==> config.mk <==
export PLATFORM = sky130hd
export DESIGN_NAME = vfpu_job_sequencer_flat
export DESIGN_NICKNAME = d
export VERILOG_FILES = /design/src/rtl/vfpu_job_sequencer_if.sv /design/src/rtl/vfpu_job_sequencer.sv /design/src/flat_wrapper.sv
export SDC_FILE = /design/constraint.sdc
export NUM_CORES = 1
export LEC_CHECK = 0
export CORE_UTILIZATION = 54
export CTS_CLUSTER_SIZE = 8
export DETAILED_ROUTE_END_ITERATION = 12
export PLACE_DENSITY = 0.81
export SETUP_SLACK_MARGIN = 0.5
export SYNTH_ARGS = -nofsm -noshare
export SYNTH_HDL_FRONTEND = slang
export SYNTH_SLANG_ARGS = --single-unit
==> constraint.sdc <==
create_clock -name clk_i -period 4.1 [get_ports clk_i]
set_input_delay 0.41 -clock clk_i [delete_from_list [all_inputs] [get_ports clk_i]]
set_output_delay 0.41 -clock clk_i [all_outputs]
set_load 0.05 [all_outputs]
==> src/rtl/vfpu_job_sequencer_if.sv <==
// Control, stream-handshake and status signals exchanged between the VFPU job
// sequencer and its surroundings (control slave, source/sink streams).
interface vfpu_job_sequencer_if #(
    parameter int NB_OPERANDS = 2,
    parameter int CNT_WIDTH   = 16,
    parameter int WDOG_WIDTH  = 16
) ();
    logic                   clear_i;
    logic                   start_i;
    logic [CNT_WIDTH-1:0]   len_i;
    logic [WDOG_WIDTH-1:0]  wdog_lim_i;
    logic [NB_OPERANDS-1:0] src_ready_i;
    logic                   sink_ready_i;
    logic [NB_OPERANDS-1:0] src_req_start_o;
    logic                   sink_req_start_o;
    logic                   res_valid_i;
    logic                   res_ready_i;
    logic                   sink_done_i;
    logic                   busy_o;
    logic                   done_o;
    logic                   err_o;
    logic [CNT_WIDTH-1:0]   elem_cnt_o;

    modport slave (
        input  clear_i, start_i, len_i, wdog_lim_i, src_ready_i, sink_ready_i,
        input  res_valid_i, res_ready_i, sink_done_i,
        output src_req_start_o, sink_req_start_o, busy_o, done_o, err_o, elem_cnt_o
    );

    modport master (
        output clear_i, start_i, len_i, wdog_lim_i, src_ready_i, sink_ready_i,
        output res_valid_i, res_ready_i, sink_done_i,
        input  src_req_start_o, sink_req_start_o, busy_o, done_o, err_o, elem_cnt_o
    );
endinterface

==> src/rtl/vfpu_job_sequencer.sv <==
// Sequences one VFPU job: waits for all streams, launches them together, counts
// result handshakes, waits for the sink to finish, and guards progress with a watchdog.
module vfpu_job_sequencer #(
    parameter int NB_OPERANDS = 2,
    parameter int CNT_WIDTH   = 16,
    parameter int WDOG_WIDTH  = 16
) (
    input logic                 clk_i,
    input logic                 rst_ni,
    vfpu_job_sequencer_if.slave bus
);
    typedef enum logic [2:0] {
        IDLE     = 3'd0,
        WAIT_RDY = 3'd1,
        LAUNCH   = 3'd2,
        RUN      = 3'd3,
        DRAIN    = 3'd4,
        DONE     = 3'd5,
        ERR      = 3'd6
    } state_e;

    state_e                state_r;
    state_e                state_s;
    logic [CNT_WIDTH-1:0]  len_r;
    logic [CNT_WIDTH-1:0]  len_s;
    logic [CNT_WIDTH-1:0]  cnt_r;
    logic [CNT_WIDTH-1:0]  cnt_s;
    logic [CNT_WIDTH-1:0]  cnt_inc_s;
    logic [WDOG_WIDTH-1:0] wdog_r;
    logic [WDOG_WIDTH-1:0] wdog_s;
    logic [WDOG_WIDTH-1:0] wdog_inc_s;
    logic                  wdog_hit_s;
    logic                  all_rdy_s;
    logic                  hs_s;
    logic                  done_r;

    // A handshake only counts in RUN and never past the latched length.
    assign hs_s       = (state_r == RUN) && bus.res_valid_i && bus.res_ready_i && (cnt_r < len_r);
    assign cnt_inc_s  = cnt_r + {{(CNT_WIDTH-1){1'b0}}, 1'b1};
    assign wdog_inc_s = wdog_r + {{(WDOG_WIDTH-1){1'b0}}, 1'b1};
    assign wdog_hit_s = (bus.wdog_lim_i != {WDOG_WIDTH{1'b0}}) && (wdog_inc_s == bus.wdog_lim_i);
    assign all_rdy_s  = (&bus.src_ready_i) && bus.sink_ready_i;

    // Next-state, length latch, element counter and watchdog count.
    always_comb begin
        state_s = state_r;
        len_s   = len_r;
        cnt_s   = cnt_r;
        wdog_s  = {WDOG_WIDTH{1'b0}};
        case (state_r)
            IDLE: begin
                if (bus.start_i) begin
                    len_s = bus.len_i;
                    cnt_s = {CNT_WIDTH{1'b0}};
                    if (bus.len_i != {CNT_WIDTH{1'b0}}) begin
                        state_s = WAIT_RDY;
                    end else begin
                        state_s = DONE;
                    end
                end else begin
                    state_s = IDLE;
                end
            end
            WAIT_RDY: begin
                if (all_rdy_s) begin
                    state_s = LAUNCH;
                end else if (wdog_hit_s) begin
                    state_s = ERR;
                end else begin
                    wdog_s = wdog_inc_s;
                end
            end
            LAUNCH: begin
                state_s = RUN;
            end
            RUN: begin
                if (hs_s) begin
                    cnt_s = cnt_inc_s;
                    if (cnt_inc_s == len_r) begin
                        state_s = bus.sink_done_i ? DONE : DRAIN;
                    end else if (bus.sink_done_i) begin
                        state_s = ERR;
                    end else begin
                        state_s = RUN;
                    end
                end else if (bus.sink_done_i || wdog_hit_s) begin
                    state_s = ERR;
                end else begin
                    wdog_s = wdog_inc_s;
                end
            end
            DRAIN: begin
                if (bus.sink_done_i) begin
                    state_s = DONE;
                end else if (wdog_hit_s) begin
                    state_s = ERR;
                end else begin
                    wdog_s = wdog_inc_s;
                end
            end
            DONE: begin
                state_s = IDLE;
            end
            ERR: begin
                state_s = ERR;
            end
            default: begin
                state_s = IDLE;
            end
        endcase
    end

    // State register; done_o is a registered echo of the DONE state.
    always_ff @(posedge clk_i) begin
        if (!rst_ni || bus.clear_i) begin
            state_r <= IDLE;
            len_r   <= {CNT_WIDTH{1'b0}};
            cnt_r   <= {CNT_WIDTH{1'b0}};
            wdog_r  <= {WDOG_WIDTH{1'b0}};
            done_r  <= 1'b0;
        end else begin
            state_r <= state_s;
            len_r   <= len_s;
            cnt_r   <= cnt_s;
            wdog_r  <= wdog_s;
            done_r  <= (state_r == DONE);
        end
    end

    assign bus.src_req_start_o  = {NB_OPERANDS{state_r == LAUNCH}};
    assign bus.sink_req_start_o = (state_r == LAUNCH);
    assign bus.busy_o           = (state_r != IDLE);
    assign bus.done_o           = done_r;
    assign bus.err_o            = (state_r == ERR);
    assign bus.elem_cnt_o       = cnt_r;
endmodule

==> src/flat_wrapper.sv <==
// flat-port wrapper written by rule: the top's interface ports become plain ports
module vfpu_job_sequencer_flat 
#(
    parameter int NB_OPERANDS = 2,
    parameter int CNT_WIDTH   = 16,
    parameter int WDOG_WIDTH  = 16
)
  (clk_i, rst_ni, bus_clear_i, bus_start_i, bus_len_i, bus_wdog_lim_i, bus_src_ready_i, bus_sink_ready_i, bus_res_valid_i, bus_res_ready_i, bus_sink_done_i, bus_src_req_start_o, bus_sink_req_start_o, bus_busy_o, bus_done_o, bus_err_o, bus_elem_cnt_o);
  vfpu_job_sequencer_if #(.NB_OPERANDS(NB_OPERANDS), .CNT_WIDTH(CNT_WIDTH), .WDOG_WIDTH(WDOG_WIDTH)) bus_i ();
  input logic clk_i;
  input logic rst_ni;
  input wire logic [$bits(bus_i.clear_i)-1:0] bus_clear_i;
  input wire logic [$bits(bus_i.start_i)-1:0] bus_start_i;
  input wire logic [$bits(bus_i.len_i)-1:0] bus_len_i;
  input wire logic [$bits(bus_i.wdog_lim_i)-1:0] bus_wdog_lim_i;
  input wire logic [$bits(bus_i.src_ready_i)-1:0] bus_src_ready_i;
  input wire logic [$bits(bus_i.sink_ready_i)-1:0] bus_sink_ready_i;
  input wire logic [$bits(bus_i.res_valid_i)-1:0] bus_res_valid_i;
  input wire logic [$bits(bus_i.res_ready_i)-1:0] bus_res_ready_i;
  input wire logic [$bits(bus_i.sink_done_i)-1:0] bus_sink_done_i;
  output wire logic [$bits(bus_i.src_req_start_o)-1:0] bus_src_req_start_o;
  output wire logic [$bits(bus_i.sink_req_start_o)-1:0] bus_sink_req_start_o;
  output wire logic [$bits(bus_i.busy_o)-1:0] bus_busy_o;
  output wire logic [$bits(bus_i.done_o)-1:0] bus_done_o;
  output wire logic [$bits(bus_i.err_o)-1:0] bus_err_o;
  output wire logic [$bits(bus_i.elem_cnt_o)-1:0] bus_elem_cnt_o;
  assign bus_i.clear_i = bus_clear_i;
  assign bus_i.start_i = bus_start_i;
  assign bus_i.len_i = bus_len_i;
  assign bus_i.wdog_lim_i = bus_wdog_lim_i;
  assign bus_i.src_ready_i = bus_src_ready_i;
  assign bus_i.sink_ready_i = bus_sink_ready_i;
  assign bus_i.res_valid_i = bus_res_valid_i;
  assign bus_i.res_ready_i = bus_res_ready_i;
  assign bus_i.sink_done_i = bus_sink_done_i;
  assign bus_src_req_start_o = bus_i.src_req_start_o;
  assign bus_sink_req_start_o = bus_i.sink_req_start_o;
  assign bus_busy_o = bus_i.busy_o;
  assign bus_done_o = bus_i.done_o;
  assign bus_err_o = bus_i.err_o;
  assign bus_elem_cnt_o = bus_i.elem_cnt_o;
  vfpu_job_sequencer #(.NB_OPERANDS(NB_OPERANDS), .CNT_WIDTH(CNT_WIDTH), .WDOG_WIDTH(WDOG_WIDTH)) u_core (.clk_i(clk_i), .rst_ni(rst_ni), .bus(bus_i));
endmodule
Word-level counts from Yosys, hierarchy flattened
Index checks and enable logic that the tools add are counted.
Word-level totals
  input bits: 42
  bits in registers: 52
  output and inout bits: 22
Operators by class
  order comparisons: 1
  reductions and logical operators: 16
  equal/unequal tests: 11
  add/sub/neg operators: 2
  mux-type cells: 20
Operator list (number)
  16-bit 2-to-1 mux: 7
  16-bit one-hot mux with 3 select lines: 1
  16-bit by 1-bit adder with 16-bit output, second input constant: 2
  16-bit == test: 2
  16-bit one-hot mux with 2 select lines: 1
  16-bit nonzero test: 2
  3-bit 2-to-1 mux: 9
  3-bit one-hot mux with 6 select lines: 1
  16-bit < comparator: 1
  3-bit == test, second input constant: 3
  3-bit by 2-bit == test with 1-bit output, second input constant: 2
  1-bit logical AND: 5
  2-bit AND reduction: 2
  3-bit by 1-bit == test with 1-bit output, second input constant: 1
  3-bit zero test: 1
  3-bit by 2-bit inequality test with 1-bit output, second input constant: 1
  3-bit AND reduction: 1
  3-bit nonzero test: 1
  1-bit logical OR: 2
  2-bit by 1-bit inequality test with 1-bit output, second input constant: 1
  2-bit inequality test, second input constant: 1
  2-bit nonzero test: 1
  1-bit zero test: 1
  1-bit 2-to-1 mux: 1

Depth between registers and ports, before layout
Gate-level depths: netlist of the first run.
  depth after elaboration: 7
  depth in mapped cells: 13

Worst setup path before layout of the first run
No wires, ideal clock.
  path kind: reg-to-reg
  from: register u_core.cnt_r[3], in the netlist u_core.bus.elem_cnt_o[3]
  to: register u_core.state_r[2]
  path buffers: 1
  arrival time: 3.769 ns
  required time: 4.039 ns
  period minus slack after synthesis: 3.830 ns
  path slack: 0.270 ns
  stages on the path, launching flop included: 13
  path through: dfxtp_1 -> buf_2 -> nand3_2 -> nor4_1 -> nand3_1 -> xnor2_1 -> or4_1 -> or4_1 -> ha_1 -> o221ai_1 -> a31oi_1 -> o21ai_0 -> and4_1
Between the ends
  longest elaborated chain between the ends: 5
  elaborated cells on any way between the ends: 8
RTL lines
  start, declared: RTL line vfpu_job_sequencer.sv:26  | logic [CNT_WIDTH-1:0] cnt_r;
  start signal, assigned: RTL line vfpu_job_sequencer.sv:118  | cnt_r <= {CNT_WIDTH{1'b0}};
  start signal, assigned: RTL line vfpu_job_sequencer.sv:124  | cnt_r <= cnt_s;
  16-bit by 1-bit adder with 16-bit output: RTL line vfpu_job_sequencer.sv:39  | assign cnt_inc_s = cnt_r + {{(CNT_WIDTH-1){1'b0}}, 1'b1};
  16-bit == test: RTL line vfpu_job_sequencer.sv:79  | if (cnt_inc_s == len_r) begin
  3-bit 2-to-1 mux: RTL line vfpu_job_sequencer.sv:79
  3-bit 2-to-1 mux: RTL line vfpu_job_sequencer.sv:77  | if (hs_s) begin
  3-bit one-hot mux with 6 select lines: RTL line vfpu_job_sequencer.sv:50  | case (state_r)
  end signal, assigned: RTL line vfpu_job_sequencer.sv:122  | state_r <= state_s;
  end, declared: RTL line vfpu_job_sequencer.sv:22  | state_e state_r;
Several ways; a longest one is shown, not always the timed one.
A chain may end at the register's enable or synchronous reset.

Worst setup path after layout of the first run
  from: register u_core.cnt_r[7], in the netlist u_core.bus.elem_cnt_o[7]
  to: register u_core.state_r[2]
Same word-level chain as after synthesis.

==> results.md, run 1 <==
- H-tree levels: 2
- Std cell rows: 29
- Via Count: roughly 3600
- FFs w/ async S/R, synth: 0
- Post-Place Cells: 589
- GRT overflow: 0
- HP Class: reg2reg
- Post-route ant nets: 0
- Non-filler cells, final: 599
- Detailed Route WL: 9260 µm
- Root buf cell: clkbuf_8
- Mux contribution to synthesized area: 0.00550
- CP peak stage delay: 0.58 ns
- First-pass GRT wire length: 15500 µm
- Yosys top cell area share: 0.286
- DP Worst Slack: between 0.3 and 0.4 ns
- Hpwl dp: slightly below 7000 µm
- Synth Area in Adders: 0.0653
- Post-layout min period: 3.39 ns
- Clock Skew: a little under 0.004 ns
- Crit-path slowest cell: or4_1
- Critical path class: reg2reg
- Simple logic cell fraction of the synthesized area: 0.278
- Distinct cells, synth: 56
- WL met1: between 4000 and 5000 µm
- Worst hold margin: 0.477 ns
- Ys Warns: 0
- Core Region: between 6000 and 7000 µm²
- Final hold viol count: 0
- Crit path DAT: 3.64 ns
- Synth Area in Compound Gates: 0.172
- Mean area per synthesized cell: just under 8 µm²
- Max transition margin: 0.588
- WL met3: 528 µm
- WL met2: 4450 µm
- Area Growth Syn to Fin: 21.7%
- WL/cell: 15.5 µm
- Setup tns final: 0 ns
- Startpoint Class: flip-flop
- CP Max Fanout: 9
- N_diodes: 0
- Max Root-Sink Buffers: 2
- TritonCTS buffer count: 5
- PnR worst setup slack: 0.706 ns
- Share of layout cells above drive strength 1: 0.0728
- Final setup fails: 0
- RSZ-0062 raised after global routing: false
- CP required: 4.35 ns
- Number of synthesized flops with an enable pin: 0
- Vias in the first global route: 3244
- Synth Flop Type: dfxtp_1
- Syn Nets: 532
- Max_cap viols: 0
- Pins Over Slew Limit: 0
- Die area: 7080 µm²
- Status: finished, final reports clean
- CP cell instances: nand3_1 > nor4_4 > nand3_1 > xnor2_1 > or4_1 > or4_1 > ha_1 > o221ai_1 > a31oi_1 > o21ai_0 > and4_1
- Worst-path clk slew: roughly 0.1 ns
- DRT iter0 DRCs: 244
- Max Used Layer: met4
- Overall power after layout: 0.000962 W
- Post-synthesis xor/xnor area fraction: 0.132
- P per Cell Area: approximately 220 nW/µm²
- CTS tree: yes
- Port Buf Inserts: 63
- Pre-antenna DRT Iters: 5
- #FFs+latches synth: 52
- Largest family of logic cells by synthesized area: simple AND/OR/NAND/NOR gates
- Cell taking the most area after synthesis: dfxtp_1
- Chip width: 84.1 µm
- Period utilisation layout: 0.828
- Least-Margin Pin Slew: ~0.62 ns
- Cells after Synth: about 470
- Initial antenna violation count: 0
- Tot GR Track Use: 0.269
- Drc violations: 0
- Avg Vias per Cell: 5.97
- Peak supply drop: 0.153 mV
- Netlist Area Pre-Place: 3640 µm²
- Synth area leaders: dfxtp_1 (29%), xnor2_1 (7.7%), ha_1 (6.5%)
- R2r setup slk: around 0.71 ns
- I/O pin total: 64
- Leakage Power: 1.57 nW
- Clock Latency Late Sink: 0.30 ns
- GP Congestion: 0.934
- Initial Util: 0.567
- Nets@finish: a little under 600
- Crit path buf inv count: 0
- CP Capture Type: flip-flop
- Seq/Total Area, Yosys: 0.286
- Clock sinks: 52
- Peak Freq: between 0.2 and 0.3 GHz
- Largest net degree at the start of global routing: 35
- Top Family by Delay on Critical Path: simple AND/OR/NAND/NOR gates
- Die Height: between 80 and 90 µm
## cell families (layout without fill, tap and decap cells)
logic type | Yosys count | in the layout
compound gates | 105 | 105
buf+inv | 50 | 101
flops | 52 | 52
xor+xnor | 50 | 50
fa+ha+maj | 19 | 19
mux | 2 | 2
simple gates | 193 | 193
## final timing paths
kind                             from  depth (start not counted)           endpoint
max reg2reg  u_core.bus.elem_cnt_o[7]                         11  u_core.state_r[2]
min reg2reg           u_core.len_r[0]                          2    u_core.len_r[0]
max          u_core.bus.elem_cnt_o[7]                         11  u_core.state_r[2]
min                   u_core.len_r[0]                          2    u_core.len_r[0]
## synthesized netlist by cell type (3+ instances only)
master / instances
a2111oi_0: 5
a21o_1: 5
a21oi_1: 40
a31oi_1: 7
and2_1: 4
and3_1: 5
buf_2: 3
buf_4: 3
clkbuf_1: 16
dfxtp_1: 52
ha_1: 19
inv_1: 25
nand2_1: 53
nand2b_1: 3
nand3_1: 16
nand4_1: 10
nor2_1: 42
nor2b_1: 6
nor3_1: 9
nor3b_1: 3
nor4_1: 14
o211ai_1: 3
o21ai_0: 30
o31ai_1: 3
or3_1: 6
or3b_2: 5
or4_1: 5
xnor2_1: 32
xor2_1: 15
## final cells by class
class | instances | area, µm²
clock buffer | 6 | 82.6
clock inverter | 2 | 13.8
fill | 547 | 1990
inverter | 25 | 93.8
multi-input combinational | 369 | 2430
sequential | 52 | 1050
tap | 77 | 96.3
timing repair buffer | 68 | 668
## registers in the layout, indices dropped and copies added (netlist names)
signal and count:
u_core.wdog_r 16, u_core.state_r 3, u_core.len_r 16, u_core.bus.done_o 1, u_core.bus.elem_cnt_o 16
## worst register-to-register path: cells and delay by family, from the launching register on
kind	cells	cell delay [ns]
flops	1	0.54
simple gates	6	2.01
xor+xnor	1	0.16
fa+ha+maj	1	0.22
compound gates	3	0.42
## metal layers
metal  vias up  global-route usage
met1      1688               0.379
met3         6              0.0386
met2       120               0.438
li1       1763                   -
met4         0              0.0580
met5         -                   0
## power by group
group	leakage (nW)	internal, W	switching, W
combinational	1.09	0.0000670	0.0000618
clock	0.0516	0.000139	0.000177
sequential	0.424	0.000511	0.00000738
total	1.57	0.000716	0.000246
## timing repair
action                     CTS  global route
gates resized for setup      2             8
hold buffers                 0             0
setup buffers                0             2
pin swaps                    0             1
gates cloned                 0             0
setup endpoints to repair    1             2
## metrics by stage
step	util	area, µm²
final	0.690	4430
after floorplan	-	3650
after CTS	0.682	4380
after detailed placement	0.666	4280
after global placement	0.666	4280
after global routing	0.690	4430
## placed cells by master (no fill, tap or decap), types with 3 or more instances in the layout
cell type and n:
clkdlybuf4s50_1 63, nand2_1 53, dfxtp_1 45, nor2_1 42, a21oi_1 40, xnor2_1 32, o21ai_0 30, inv_1 25
ha_1 18, nand3_1 16, xor2_1 15, nor4_1 13, nand4_1 10, nor3_1 8, a31oi_1 7, dfxtp_2 7
nor2b_1 6, or3_1 6, clkbuf_8 6, and3_1 5, or4_1 5, a21o_1 5, or3b_2 5, buf_4 5
a2111oi_0 4, and2_1 4, nand2b_1 3, nor4_4 3, nor3b_1 3, o211ai_1 3, o31ai_1 3
Note: power is estimated with default switching activity, not from simulation.
==> inputs of run 2 (changes only) <==
==> constraint.sdc (replaced) <==
create_clock -name clk_i -period 3.4 [get_ports clk_i]
set_input_delay 0.34 -clock clk_i [delete_from_list [all_inputs] [get_ports clk_i]]
set_output_delay 0.34 -clock clk_i [all_outputs]
set_load 0.05 [all_outputs]
==> run 2 against run 1 <==
  * The run now ends with DRC left
  * Routed wire length grew 21%
  * Via count is 9.8% higher
  * Critical path depth up 10
  * Sequential power grew 19%
  * Count of clock-buffer cells in the layout unchanged
  * Critical endpoint is now u_core.bus.elem_cnt_o[10]
  * Largest power group unchanged
  * Highest routed layer unchanged
==> results.md, run 2 (synthesis gave the netlist of run 1 again) <==
- Critical path class: reg2reg
- Seq pwr share: 0.497
- Clock Latency Late Sink: 0.32 ns
- Detailed Route WL: 11200 µm
- Combinational share of power: 0.138
- Std cell rows: 29
- Share of layout cells above drive strength 1: 0.193
- PnR worst setup slack: 0.306 ns
- Pint: between 0.0009 and 0.001 W
- Final hold viol count: 0
- I/O pin total: 64
- Max transition margin: 0.608
- Post-Place Cells: 594
- RSZ-0062 raised after global routing: true
- Status: finished, violations left
- Clk pwr share: 0.364
- CP Capture Type: flip-flop
- Net Sw Power: 0.000323 W
- Initial Util: 0.567
- Final setup fails: 0
- Largest net degree at the start of global routing: 35
- Peak Freq: 0.323 GHz
- Setup tns final: 0 ns
- CP cell instances: ha_4 > nand4_1 > nor3_2 > buf_4 > buf_4 > buf_4 > buf_4 > buf_4 > buf_4 > buf_4 > buf_4 > buf_4 > buf_4 > buf_4 > buf_4 > buf_4 > buf_4 > buf_4 > nor2_1 > o21ai_0 > a21oi_2
- CTS tree: yes
- GRT overflow: 0
- Top Family by Delay on Critical Path: buffers and inverters
- Least-Margin Pin Slew: 0.587 ns
- Peak supply drop: between 0.15 and 0.2 mV
- Max_cap viols: 0
- Crit-path most repeated cell: buf_4
- Hold path depth: 2
- Nets@finish: 626
- Clock sinks: 52
- WL/cell: 17.4 µm
- Commonest cells after routing, fill and taps aside: clkdlybuf4s50_1 (63), nand2_1 (52), buf_4 (48)
- R2r setup slk: 0.31 ns
- Worst r2r path cells: 21
- Hpwl dp: 7550 µm
- Pre-antenna DRT Iters: 8
- Core Region: 6420 µm²
- TritonCTS buffer count: 5
- Startpoint Class: flip-flop
- Post-layout min period: 3.09 ns
- P per Cell Area: 250 nW/µm²
- Tot GR Track Use: 0.325
- Period utilisation layout: 0.910
- Switching share of power: 0.261
- DP Worst Slack: between 0.15 and 0.2 ns
- Design Area, Final: 4960 µm²
- Via Count: 3926
- DRT iter0 DRCs: 223
- Overall power after layout: 0.00124 W
- Hold Path Origin: u_core.len_r[4]
- Reg-to-reg startpoint: u_core.bus.elem_cnt_o[1]
- First-pass GRT wire length: 18300 µm
- Leakage Power: approximately 1.8 nW
- CP required: 3.65 ns
- GP Congestion: 0.963
- N_diodes: 0
- Root buf cell: clkbuf_8
- Pins Over Slew Limit: 0
- Clock Skew: 0.00771 ns
- Initial antenna violation count: 0
- Commonest non-fill, non-tap cell in the layout: clkdlybuf4s50_1
- Crit-path slowest cell: dfxtp_4
- Chip width: 84.1 µm
- Post-route ant nets: 0
- CTS Hold Bufs: 0
- Area Growth Syn to Fin: 36.1%
- Crit path buf inv count: 15
- Port Buf Inserts: between 60 and 70
- Die Height: 84.1 µm
- HP Class: reg2reg
- Failing checks: DRC
- Drc violations: 5
- Max Root-Sink Buffers: 2
- Vias in the first global route: 3895
- CP peak stage delay: 0.38 ns
- Worst-path clk slew: 0.10 ns
- CP Max Fanout: 5
- CP startpoint: u_core.bus.elem_cnt_o[1]
- Post-DP Area: about 4400 µm²
- Die area: between 7000 and 8000 µm²
- H-tree levels: 2
- Crit path DAT: 3.35 ns
- Non-filler cells, final: 643
- Worst path depth: 21
- Avg Vias per Cell: 6.11
## run 2: area by class of cell
cell class / instances / area [µm²]
multi-input combinational: 370 / 2580
fill: 463 / 1460
sequential: 52 / 1090
timing repair buffer: 111 / 991
tap: 77 / 96.3
inverter: 25 / 93.8
clock buffer: 6 / 72.6
clock inverter: 2 / 38.8
## run 2: worst paths after layout
path,to
hold reg to reg,u_core.len_r[4]
setup / recovery,u_core.bus.elem_cnt_o[10]
hold / removal,u_core.len_r[4]
setup reg to reg,u_core.bus.elem_cnt_o[10]
## run 2: per-layer routing
metal | GRT usage | wire length (µm) | share of wire
met5 | 0 | 0 | 0
met3 | 0.0504 | 756 | 0.067
met2 | 0.563 | 5520 | 0.49
met4 | 0.185 | 449 | 0.040
met1 | 0.384 | 4480 | 0.40
## run 2: worst min-delay path, cell delays in order, from the launching register on
cell	delay [ns]
dfxtp_1	0.34
nand2_1	0.06
a21oi_1	0.05
## run 2: timing repair
item                       4_1_cts  5_1_grt
gates cloned                     1        0
gates resized for setup         18       13
setup endpoints to repair       34       21
pin swaps                        9        6
setup buffers                   34        6
## run 2: metrics by stage
step                      hold slack (ns)  utilization
after floorplan                     0.440            -
after global placement              0.452        0.686
after detailed placement            0.477        0.686
after CTS                           0.491        0.756
after global routing                0.520        0.772
final                               0.492        0.772
## run 2: power groups by stage
stage	registers, W	logic [W]	clock network [W]
after floorplan	0.000628	0.0000807	0
after global routing	0.000617	0.000185	0.000472
after CTS	0.000615	0.000165	0.000450
after detailed placement	0.000631	0.000160	0
final	0.000616	0.000171	0.000451
after global placement	0.000630	0.000157	0
